`src/rtl/dual_issue_queue.sv`:
```
// Decoupling queue between dual-issue decode and EX: accepts up to two bundles per
// cycle, issues one or two per cycle into registered A/B slots under pairing rules.
module dual_issue_queue #(
    parameter int DEPTH   = 8,
    parameter int ENTRY_W = 96
) (
    input  logic               clk,
    input  logic               rstn,
    input  logic               stall,
    input  logic               EX_br,
    input  logic               ID_valid_a,
    input  logic               ID_valid_b,
    input  logic [ENTRY_W-1:0] ID_bundle_a,
    input  logic [ENTRY_W-1:0] ID_bundle_b,
    output logic               ID_ready,
    output logic               EX_valid_a,
    output logic               EX_valid_b,
    output logic [ENTRY_W-1:0] EX_bundle_a,
    output logic [ENTRY_W-1:0] EX_bundle_b
);
    localparam int PW = $clog2(DEPTH);

    logic [ENTRY_W-1:0] mem_q [DEPTH];
    logic [PW-1:0]      head_q, tail_q;
    logic [PW:0]        count_q;
    logic               valid_a_q, valid_b_q;
    logic [ENTRY_W-1:0] bundle_a_q, bundle_b_q;

    logic [ENTRY_W-1:0] h0, h1;
    logic               raw_hazard, mem_clash, pair_ok, do_enq;
    logic [PW:0]        enq_n, deq_n;

    assign ID_ready = (count_q <= (PW+1)'(DEPTH - 2));

    assign h0 = mem_q[head_q];
    assign h1 = mem_q[head_q + PW'(1)];

    // r0 is never a real destination, so a write to it cannot create a RAW hazard.
    assign raw_hazard = h0[15] && (h0[14:10] != 5'd0) &&
                        ((h1[4:0] == h0[14:10]) || (h1[9:5] == h0[14:10]));
    assign mem_clash  = h0[16] && h1[16];
    assign pair_ok    = (count_q >= (PW+1)'(2)) && !raw_hazard && !mem_clash;

    assign do_enq = ID_ready && ID_valid_a && !EX_br;

    always_comb begin
        enq_n = '0;
        if (do_enq) enq_n = ID_valid_b ? (PW+1)'(2) : (PW+1)'(1);
        deq_n = '0;
        if (!stall && !EX_br && (count_q != '0)) deq_n = pair_ok ? (PW+1)'(2) : (PW+1)'(1);
    end

    always_ff @(posedge clk) begin
        if (do_enq) begin
            mem_q[tail_q] <= ID_bundle_a;
            if (ID_valid_b) mem_q[tail_q + PW'(1)] <= ID_bundle_b;
        end
    end

    always_ff @(posedge clk or posedge rstn) begin
        if (rstn) begin
            head_q     <= '0;
            tail_q     <= '0;
            count_q    <= '0;
            valid_a_q  <= 1'b0;
            valid_b_q  <= 1'b0;
            bundle_a_q <= '0;
            bundle_b_q <= '0;
        end else if (EX_br) begin
            head_q    <= '0;
            tail_q    <= '0;
            count_q   <= '0;
            valid_a_q <= 1'b0;
            valid_b_q <= 1'b0;
        end else begin
            tail_q  <= tail_q + enq_n[PW-1:0];
            head_q  <= head_q + deq_n[PW-1:0];
            count_q <= count_q + enq_n - deq_n;
            if (!stall) begin
                if (count_q == '0) begin
                    valid_a_q <= 1'b0;
                    valid_b_q <= 1'b0;
                end else begin
                    valid_a_q  <= 1'b1;
                    bundle_a_q <= h0;
                    valid_b_q  <= pair_ok;
                    if (pair_ok) bundle_b_q <= h1;
                end
            end
        end
    end

    assign EX_valid_a  = valid_a_q;
    assign EX_valid_b  = valid_b_q;
    assign EX_bundle_a = bundle_a_q;
    assign EX_bundle_b = bundle_b_q;
endmodule
```
`config.mk`:
```
export PLATFORM = sky130hd
export DESIGN_NAME = dual_issue_queue
export DESIGN_NICKNAME = d
export VERILOG_FILES = /design/src/rtl/dual_issue_queue.sv
export SDC_FILE = /design/constraint.sdc
export NUM_CORES = 2
export LEC_CHECK = 0
export BUFFER_PORTS_ARGS = -buffer_cell sky130_fd_sc_hd__clkbuf_2
export CAP_MARGIN = 5
export CORE_AREA = 2 2 324 326
export DETAILED_ROUTE_END_ITERATION = 6
export DIE_AREA = 0 0 326 328
export HOLD_SLACK_MARGIN = 0.05
export PLACE_DENSITY = 0.72
export RECOVER_POWER = 50
export SLEW_MARGIN = 10
export SYNTH_ARGS = -nofsm -noshare
export SYNTH_HDL_FRONTEND = slang
export SYNTH_SLANG_ARGS = --single-unit
```
`constraint.sdc`:
```
create_clock -name clk -period 8.1 [get_ports clk]
set_clock_uncertainty 0.05 [all_clocks]
set_input_delay 0.405 -clock clk [delete_from_list [all_inputs] [get_ports clk]]
set_output_delay 0.405 -clock clk [all_outputs]
set_load 0.005 [all_outputs]
```
==> qor.yml <==
syn_inst: 2962
grt_max_degree: 161
design.core.area_sq_mm: 0.103
finalHoldViolCount: 0
crit_required_ns: 8.49
path_depth: 11
r2r_slack_ns: 1.22
dp_hpwl_um: 85500
arrival_ns: 7.26
cp_top_family: "buffers and inverters"
irDropWorstVdd_v: 0.000182
ctsHtreeMaxLevel: 3
timing.final.crit_period_ns: 6.88
clk_latency_ns: 0.71
viasPerCell: 6.32
slowest_delay_ns: 2.76
synth_area_sq_mm: 0.0513
fmax_mhz: 145
avgSynthCellArea_sq_um: 17.3
grt.overflow.total: 0
start_kind: "flip-flop"
root_buffer: "clkbuf_16"
slew_violations: 727
area_delta_synth_final_pct: 15.8
dieArea_sq_mm: 0.107
fill_cells: 7939
tns_ns: 0
ys_seq_area_share_pct: 54.9
outcome: "complete, but fails checks"
grt_pass1_wl_um: 220000
synth.net_count: 3175
drive_gt1_share_pct: 49.6
grt_pass1_vias: 33500
crit_chain: "inv_1 -> ha_1 -> nand2_1 -> mux2i_1 -> and3b_1 -> and3_1 -> nand3_1 -> clkbuf_1 -> buf_4 -> mux2_2 -> dlygate4sd3_1"
cts_buffers: 105
dr.pass1.iters: 5
p_leak_nw: 20.1
clkTransAtPathRegs_ns: 0.06
ys_ff_latch: 972
ant_nets: 0
antenna_found_initial: 35
drc: 0
cts_tree: "done"
post_cts_buffers: 0
cts_buffer_depth: 3
rsz0062_at_grt: "false"
nNetsFinal: 3665
wl_per_cell_um: 30.1
setup_viol_count_final: 0
die_w_um: 326
cts_hold_buf: 164
cts.repair.resized: 0
initial_core_util_pct: 49.7
timing.rr.start: "count_q[3]$_DFF_PP0_"
violations: "max-capacitance violations, max-slew violations"
fin_crit_sh_pct: 84.9
pin_count: 393
yosysUniqueCellTypes: 40
track_usage_pct: 27.8
cap_violations: 16
wirelength_um: 149000
total_power_mw: 15.8
clock-sinks: 972
critical_path.max_fanout: 51
path_buf_inv: 4
crit_start: "count_q[3]$_DFF_PP0_"
portBuffers: 392
utilization_pct: 57.6
power_density_mw_per_mm2: 265
r2r_cells: 11
drtIter0Drc: 3058
relSlewSlack_pct: -266
crit_end: "mem_q[6][25]$_DFFE_PP_"
r2r_end: "mem_q[6][25]$_DFFE_PP_"
gp_congestion: 0.812
crit_path_top_delay_cell: "clkbuf_1"
placementRows: 118
tightest_slew_ns: 5.45
vias: 31200
ys_warn_count: 0
timing.critical_path.to_type: "flip-flop"
path_class: "reg2reg"
die_h_um: 328
holdCritPathClass: "in2reg"
==> logic make-up after synthesis <==
family	share of synthesized area, %
xor+xnor	0.273
compound gates	1.23
flops	54.9
simple gates	1.23
fa+ha+maj	0.424
buf+inv	2.10
mux	39.8
==> state kept, by name (all words and copies together), names as in the netlist <==
signal       flops
tail_q           3
EX_bundle_a     96
EX_valid_b       1
mem_q          768
EX_valid_a       1
head_q           3
count_q          4
EX_bundle_b     96
==> placed cells by master, fill, tap and decap left out, types with 4 or more instances in the layout <==
cell | Yosys | routed
xor2_1 | 7 | 6
mux2i_1 | 123 | 123
mux4_2 | 378 | 378
nor2_1 | 11 | 11
clkinv_2 | 0 | 13
dlygate4sd3_1 | 0 | 164
dfrtp_1 | 204 | 201
bufinv_16 | 0 | 5
clkbuf_16 | 0 | 107
clkbuf_8 | 0 | 17
clkbuf_2 | 0 | 266
clkinv_1 | 1 | 16
mux2_1 | 38 | 41
inv_1 | 21 | 20
nand2b_1 | 4 | 4
clkbuf_1 | 118 | 167
nand2_1 | 106 | 106
xnor2_1 | 9 | 9
mux2_2 | 910 | 907
edfxtp_1 | 768 | 768
buf_12 | 0 | 4
nand3_1 | 5 | 4
buf_4 | 16 | 40
diode_2 | 0 | 20
fa_1 | 4 | 4
o21ai_0 | 99 | 99
nor2b_1 | 9 | 9
ha_1 | 11 | 10
inv_6 | 0 | 5
==> synth_stat cells (all sizes together) <==
cell type  count  share of area, %
a211o          1             0.017
a21o           3             0.044
a21oi          3             0.037
a22oi          2             0.029
a2bb2oi        1             0.017
a31oi          1             0.012
and2           1             0.012
and3           4             0.049
and3b          1             0.017
buf          107               1.1
clkbuf       118              0.86
clkinv         1            0.0073
dfrtp        204                10
edfxtp       768                45
fa             4              0.16
ha            11              0.27
inv           21              0.15
mux2         948                21
mux2i        123               2.4
mux4         378                17
nand2        106              0.78
nand2b         4             0.049
nand3          5             0.049
nand4          1             0.012
nor2          12              0.10
nor2b          9              0.11
nor3           1            0.0097
nor4           2             0.049
o211ai         1             0.024
o21ai         99              0.97
o21bai         4             0.059
o31ai          2             0.029
xnor2          9              0.15
xor2           7              0.12
==> layer usage <==
metal | track usage [%] | share of wire, %
met5 | 0 | 0.16
met4 | 10.1 | 3.3
met3 | 6.37 | 8.7
met2 | 46.0 | 49
met1 | 36.1 | 39
==> per-stage QoR <==
| stage | setup WS (ns) | hold WS (ns) | cells | area, sq um |
|---|---|---|---|---|
| 2_1_floorplan | 1.76 | 0.421 | 2962 | 51300 |
| 3_3_place_gp | 2.48 | 0.411 | 4561 | 54700 |
| 3_5_place_dp | 2.42 | 0.420 | 4561 | 54700 |
| 4_1_cts | 2.41 | 0.0505 | 4924 | 59700 |
| 5_1_grt | 1.12 | 0.0778 | 4937 | 59400 |
| 6_report | 1.22 | 0.0784 | 4944 | 59400 |
==> layout make-up <==
cell class,instances,area [sq um],share of cell area (%)
sequential,972,28200,47.4
multi-input combinational,1743,22100,37.2
timing repair buffer,608,3860,6.49
clock buffer,158,3040,5.12
tap,1380,1730,2.91
clock inverter,41,359,0.604
inverter,22,83.8,0.141
antenna,20,50.0,0.0842
==> worst min-delay path by stage <==
| stage | slack, ns | end | cells past startpoint | start |
|---|---|---|---|---|
| floorplan | 0.42 | EX_valid_a$_DFFE_PP0P_ | 2 | EX_valid_a$_DFFE_PP0P_ |
| global placement | 0.41 | EX_valid_b$_DFFE_PP0P_ | 1 | EX_valid_b$_DFFE_PP0P_ |
| detailed placement | 0.42 | EX_bundle_a[7]$_DFFE_PP0P_ | 2 | EX_bundle_a[7]$_DFFE_PP0P_ |
| CTS | 0.05 | mem_q[7][95]$_DFFE_PP_ | 2 | ID_bundle_a[95] |
| global route | 0.08 | mem_q[5][18]$_DFFE_PP_ | 2 | ID_bundle_a[18] |
| finish | 0.08 | mem_q[0][45]$_DFFE_PP_ | 2 | ID_bundle_b[45] |
==> power breakdown <==
group          leakage [nW]  internal, mW  total [mW]  switching, mW
sequential             9.45          6.04        6.55          0.516
combinational          8.95          2.25        4.43           2.18
clock                  1.67          2.75        4.77           2.02
Power figures use the tool's default switching activity.
